--- src/rtl/spi_ram_burst.sv ---
`default_nettype none
// ============================================================================
//  Module      : spi_ram_burst
//  Description : Command-driven single-port RAM behind an SPI slave byte
//                interface. Each accepted word carries a 2-bit opcode plus
//                payload: load write address, write data, load read address,
//                read data. Optional post-access address auto-increment
//                gives burst transfers; accesses beyond MEM_DEPTH pulse err.
//  Revision    : 1.0 - initial release
// ============================================================================
module spi_ram_burst #(
  parameter int MEM_DEPTH = 256,
  parameter int ADDR_SIZE = 8,
  parameter int AUTO_INC  = 1
) (
  input  logic                 clk,
  input  logic                 rst,
  input  logic                 rx_valid,
  input  logic [ADDR_SIZE+1:0] din,
  output logic [ADDR_SIZE-1:0] tx_data,
  output logic                 tx_valid,
  output logic                 err
);

  localparam int                 c_IDX_W  = (MEM_DEPTH > 1) ? $clog2(MEM_DEPTH) : 1;
  localparam int                 c_LAST_I = MEM_DEPTH - 1;
  localparam logic [ADDR_SIZE:0] c_LAST   = c_LAST_I[ADDR_SIZE:0];
  localparam logic [ADDR_SIZE-1:0] c_ONE  = {{(ADDR_SIZE-1){1'b0}}, 1'b1};
  localparam logic               c_INC    = (AUTO_INC != 0);

  localparam logic [1:0] c_OP_WADDR = 2'b00;
  localparam logic [1:0] c_OP_WDATA = 2'b01;
  localparam logic [1:0] c_OP_RADDR = 2'b10;
  localparam logic [1:0] c_OP_RDATA = 2'b11;

  // Storage and pointers
  logic [ADDR_SIZE-1:0] r_mem [MEM_DEPTH];
  logic [ADDR_SIZE-1:0] r_wr_addr;
  logic [ADDR_SIZE-1:0] r_rd_addr;
  logic [ADDR_SIZE-1:0] r_tx_data;
  logic                 r_tx_valid;
  logic                 r_err;

  // Decode helpers
  logic [1:0]           w_op;
  logic [ADDR_SIZE-1:0] w_pl;
  logic                 w_wr_oor;
  logic                 w_rd_oor;
  logic [ADDR_SIZE-1:0] w_wr_next;
  logic [ADDR_SIZE-1:0] w_rd_next;
  logic [ADDR_SIZE-1:0] w_rd_word;

  // Next-state values
  logic                 w_mem_we;
  logic [ADDR_SIZE-1:0] w_wr_addr_d;
  logic [ADDR_SIZE-1:0] w_rd_addr_d;
  logic [ADDR_SIZE-1:0] w_tx_data_d;
  logic                 w_tx_valid_d;
  logic                 w_err_d;

  assign w_op = din[ADDR_SIZE+1:ADDR_SIZE];
  assign w_pl = din[ADDR_SIZE-1:0];

  // A memory that fills the whole address space can never be addressed out
  // of range, so the comparator is only built for a partial map.
  generate
    if (MEM_DEPTH >= (1 << ADDR_SIZE)) begin : g_full_map
      assign w_wr_oor = 1'b0;
      assign w_rd_oor = 1'b0;
    end else begin : g_partial_map
      assign w_wr_oor = ({1'b0, r_wr_addr} > c_LAST);
      assign w_rd_oor = ({1'b0, r_rd_addr} > c_LAST);
    end
  endgenerate

  // Pointers wrap to zero from the last valid word or from anywhere above it
  assign w_wr_next = ({1'b0, r_wr_addr} >= c_LAST) ? '0 : (r_wr_addr + c_ONE);
  assign w_rd_next = ({1'b0, r_rd_addr} >= c_LAST) ? '0 : (r_rd_addr + c_ONE);

  // Out-of-range reads return zero rather than touching the array
  assign w_rd_word = w_rd_oor ? '0 : r_mem[r_rd_addr[c_IDX_W-1:0]];

  // Command decode: one command per rx_valid cycle
  always_comb begin
    w_mem_we     = 1'b0;
    w_wr_addr_d  = r_wr_addr;
    w_rd_addr_d  = r_rd_addr;
    w_tx_data_d  = r_tx_data;
    w_tx_valid_d = 1'b0;
    w_err_d      = 1'b0;
    if (rx_valid) begin
      case (w_op)
        c_OP_WADDR: w_wr_addr_d = w_pl;
        c_OP_WDATA: begin
          w_mem_we = ~w_wr_oor;
          w_err_d  = w_wr_oor;
          if (c_INC) w_wr_addr_d = w_wr_next;
        end
        c_OP_RADDR: w_rd_addr_d = w_pl;
        c_OP_RDATA: begin
          w_tx_data_d  = w_rd_word;
          w_tx_valid_d = 1'b1;
          w_err_d      = w_rd_oor;
          if (c_INC) w_rd_addr_d = w_rd_next;
        end
        default: w_err_d = 1'b0;
      endcase
    end
  end

  // Control and output registers; reset discards the command in flight
  always_ff @(posedge clk) begin
    if (rst) begin
      r_wr_addr  <= '0;
      r_rd_addr  <= '0;
      r_tx_data  <= '0;
      r_tx_valid <= 1'b0;
      r_err      <= 1'b0;
    end else begin
      r_wr_addr  <= w_wr_addr_d;
      r_rd_addr  <= w_rd_addr_d;
      r_tx_data  <= w_tx_data_d;
      r_tx_valid <= w_tx_valid_d;
      r_err      <= w_err_d;
    end
  end

  // Memory array write port; contents are never cleared by reset
  always_ff @(posedge clk) begin
    if (!rst && w_mem_we) begin
      r_mem[r_wr_addr[c_IDX_W-1:0]] <= w_pl;
    end
  end

  assign tx_data  = r_tx_data;
  assign tx_valid = r_tx_valid;
  assign err      = r_err;

endmodule
`default_nettype wire

--- config.mk ---
export PLATFORM = sky130hd
export DESIGN_NAME = spi_ram_burst
export DESIGN_NICKNAME = d
export VERILOG_FILES = /design/src/rtl/spi_ram_burst.sv
export SDC_FILE = /design/constraint.sdc
export NUM_CORES = 2
export LEC_CHECK = 0
export ABC_CLOCK_PERIOD_IN_PS = 5000
export CORE_AREA = 2 2 410 412
export CTS_CLUSTER_SIZE = 25
export DETAILED_ROUTE_END_ITERATION = 6
export DIE_AREA = 0 0 412 414
export PLACE_DENSITY = 0.66
export SLEW_MARGIN = 10
export SYNTH_ARGS = -nofsm -noshare
export SYNTH_HDL_FRONTEND = slang
export SYNTH_SLANG_ARGS = --single-unit
--- constraint.sdc ---
create_clock -name clk -period 5 [get_ports clk]
set_input_delay 0.75 -clock clk [delete_from_list [all_inputs] [get_ports clk]]
set_output_delay 0.75 -clock clk [all_outputs]
set_load 0.03 [all_outputs]
==> results.py <==
metrics = {
    "drt": {
        "drt_wl_total_mm": 199,
        "vias": 40987,
        "antenna_left": 0,
        "routedWlPerCell_um": 30.4,
        "firstDrtPassIters": 6,
        "drc": 0,
        "drt-initial-drc-count": 5335,
        "via_per_inst": 6.25,
    },
    "clock_tree": {
        "numCtsBuffers": 197,
        "cts_sinks": 2073,
        "cts_tree": "yes",
        "cts_htree_levels": 4,
        "post_cts_resized": 0,
        "path_clk_slew_ns": 0.06,
        "cts_setup_buffers": 0,
        "cts.path.max_buffers": 3,
        "cts_hold_buf": 0,
        "insertion_delay_ns": 0.84,
        "cts_root_buf": "clkbuf_16",
    },
    "layout": {
        "final_cells": 6556,
        "syn_to_final_growth_pct": 11.1,
        "post_route_cells_drive_above_1_share": 0.181,
        "antennaDiodeCount": 0,
        "nets": 4210,
    },
    "sta": {
        "min_period_over_period": 0.876,
        "max_slew_margin": 0.107,
        "finClkSkew_ns": 0.0259,
        "timing_hold_violations_final": 0,
        "tightestPinTransition_ns": 1.31,
        "finalSetupViolations": 0,
        "fin_crit_ns": 4.38,
        "timing.final.ws_setup_ns": 0.619,
        "setup_tns_ns": 0,
        "holdWs_ns": 0.344,
        "rsz0062_at_grt": "false",
        "fmaxAchievable_ghz": 0.228,
        "slew_viol_final": 0,
    },
    "die": {
        "start_util": 0.487,
        "ios": 23,
        "core_area_sq_mm": 0.166,
        "row_count": 150,
        "dieArea_sq_mm": 0.171,
        "die_w_um": 412,
        "die_height_um": 414,
    },
    "placed_design": {
        "place_congestion": 0.887,
        "port_buffers": 21,
        "dp_hpwl_mm": 122,
        "place_ws_ns": 0.462,
        "dpl.cell_count": 6197,
    },
    "synthesis": {
        "syn-cell-area_sq_mm": 0.0811,
        "synth_area_leaders": "edfxtp_1, mux4_2, mux2i_1, nor2_1, o22ai_1",
        "yosysTopAreaCell": "edfxtp_1",
        "ys.flop_type": "edfxtp_1",
        "yosysSeqAreaShare": 0.765,
        "synth-edff-count": 2048,
        "ys_seq_elements": 2073,
        "syn_inst": 4109,
        "synthArstFlopShare": 0,
        "ys_types": 64,
        "synth_common_cells": "edfxtp_1, mux4_2, nor2_1",
        "yosys_warnings": 0,
        "synth_area_per_cell_sq_um": 19.7,
        "syn_nets": 4127,
        "yosysMostFrequentCell": "edfxtp_1",
        "synth_top_cell_area_share": 0.759,
    },
    "setup_path": {
        "worstPathArrival_ns": 5.09,
        "critPathSlowestCell": "a2111oi_0",
        "critical_path.most_common_cell": "buf_12",
        "cp_cell_sequence": "buf_12 -> buf_12 -> buf_12 -> mux4_2 -> a2111oi_0 -> a21oi_1 -> nand4_1 -> o21ai_0",
        "cpPeakStageDelay_ns": 1.03,
        "crit_required_ns": 5.71,
        "cp-start-kind": "flop",
        "crit_type": "reg2reg",
        "cp_max_fo": 62,
        "cp-end-kind": "flop",
    },
    "global_route": {
        "antenna_found_initial": 7,
        "grt.overflow.total": 0,
        "grt_usage": 0.233,
        "grt_pass1_wl_mm": 288,
        "grt_max_degree": 130,
        "grt_pass1_vias": 40279,
    },
    "job": {
        "drv_cap": 0,
    },
    "status": {
        "status": "complete, no violations",
    },
    "pwr": {
        "ir_worst_vdd_mv": 0.321,
        "p_total_mw": 35.4,
        "p_leak_nw": 26.9,
        "powerDensity_mw_per_mm2": 394,
    },
    "min_path": {
        "hp-class": "in2reg",
    },
}
==> logic make-up (layout without fill, tap and decap cells) <==
group                    after synthesis  count (layout)  synth area share
flip-flops                          2073            2073             0.765
multiplexers                         679             679             0.141
AND/OR/NAND/NOR                      615             615            0.0324
AO/OA/AOI/OAI                        473             473            0.0407
buffers and inverters                262             505            0.0198
adder cells (fa/ha/maj)                5               5          0.000772
other                                  1               1         0.0000463
XOR/XNOR                               1               1          0.000108
==> power breakdown <==
part,internal (mW),switching (mW),leakage (nW)
logic,0.587,1.07,5.24
clock network,8.27,6.35,3.06
registers,19.1,0.0486,18.6
total,28.0,7.47,26.9
==> layout make-up <==
| type | count | area, sq um |
|---|---|---|
| clock buffer | 236 | 5160 |
| inverter | 6 | 25.0 |
| tap | 2204 | 2760 |
| clock inverter | 123 | 1120 |
| multi-input combinational | 1774 | 17500 |
| sequential | 2073 | 62000 |
| fill | 12494 | 76300 |
| timing repair buffer | 140 | 1470 |
==> sequential cells by signal, summed over array words and instances, names as in the netlist <==
name / count
r_wr_addr: 8
r_rd_addr: 8
r_mem: 2048
tx_valid: 1
tx_data: 8
==> critical path, delay by kind of cell (launching register included) <==
family / cells / cell delay [ns]
AOI/OAI and AO/OA: 3 / 1.42
buffers and inverters: 3 / 1.07
DFF: 1 / 0.87
muxes: 1 / 0.56
and+or+nand+nor: 1 / 0.23
==> metal layers <==
layer | GRT usage | part of all wire | up-vias
li1 | - | - | 17112
met1 | 0.341 | 0.41 | 21564
met2 | 0.356 | 0.47 | 2022
met3 | 0.0514 | 0.092 | 285
met4 | 0.0646 | 0.026 | 4
met5 | 0 | 0.00013 | -
==> final timing paths <==
| check | start | endpoint | slack [ns] | cells after the start |
|---|---|---|---|---|
| worst max-delay path | r_rd_addr[0]$_SDFFE_PP0P_ | tx_data[7]$_SDFFE_PP0P_ | 0.62 | 8 |
| worst min-delay path | din[1] | r_mem[231][1]$_DFFE_PP_ | 0.34 | 1 |
| worst max register to register | r_rd_addr[0]$_SDFFE_PP0P_ | tx_data[7]$_SDFFE_PP0P_ | 0.62 | 8 |
| worst min register to register | r_rd_addr[7]$_SDFFE_PP0P_ | r_rd_addr[7]$_SDFFE_PP0P_ | 0.56 | 2 |
==> per-stage QoR <==
step,util,instance area (sq um)
floorplan,-,81100
global placement,0.504,83700
detailed placement,0.504,83700
CTS,0.541,90000
global route,0.541,90000
finish,0.541,90000
==> cell usage in the layout (no fill, tap or decap), drive strengths merged, types with 10 or more instances in the layout <==
master	instances
o22ai	92
dfxtp	25
o211ai	10
nand4	22
edfxtp	2048
a21oi	68
a211oi	48
clkdlybuf4s50	13
clkbuf	237
inv	11
mux2i	306
a221oi	19
o221ai	62
nand2	152
a2111oi	23
nand3	44
o31ai	18
buf	126
mux4	370
nor3	18
nor2b	20
bufinv	18
clkinv	92
nor2	319
o21ai	56
a22oi	51
(Power assumes the default switching activity.)
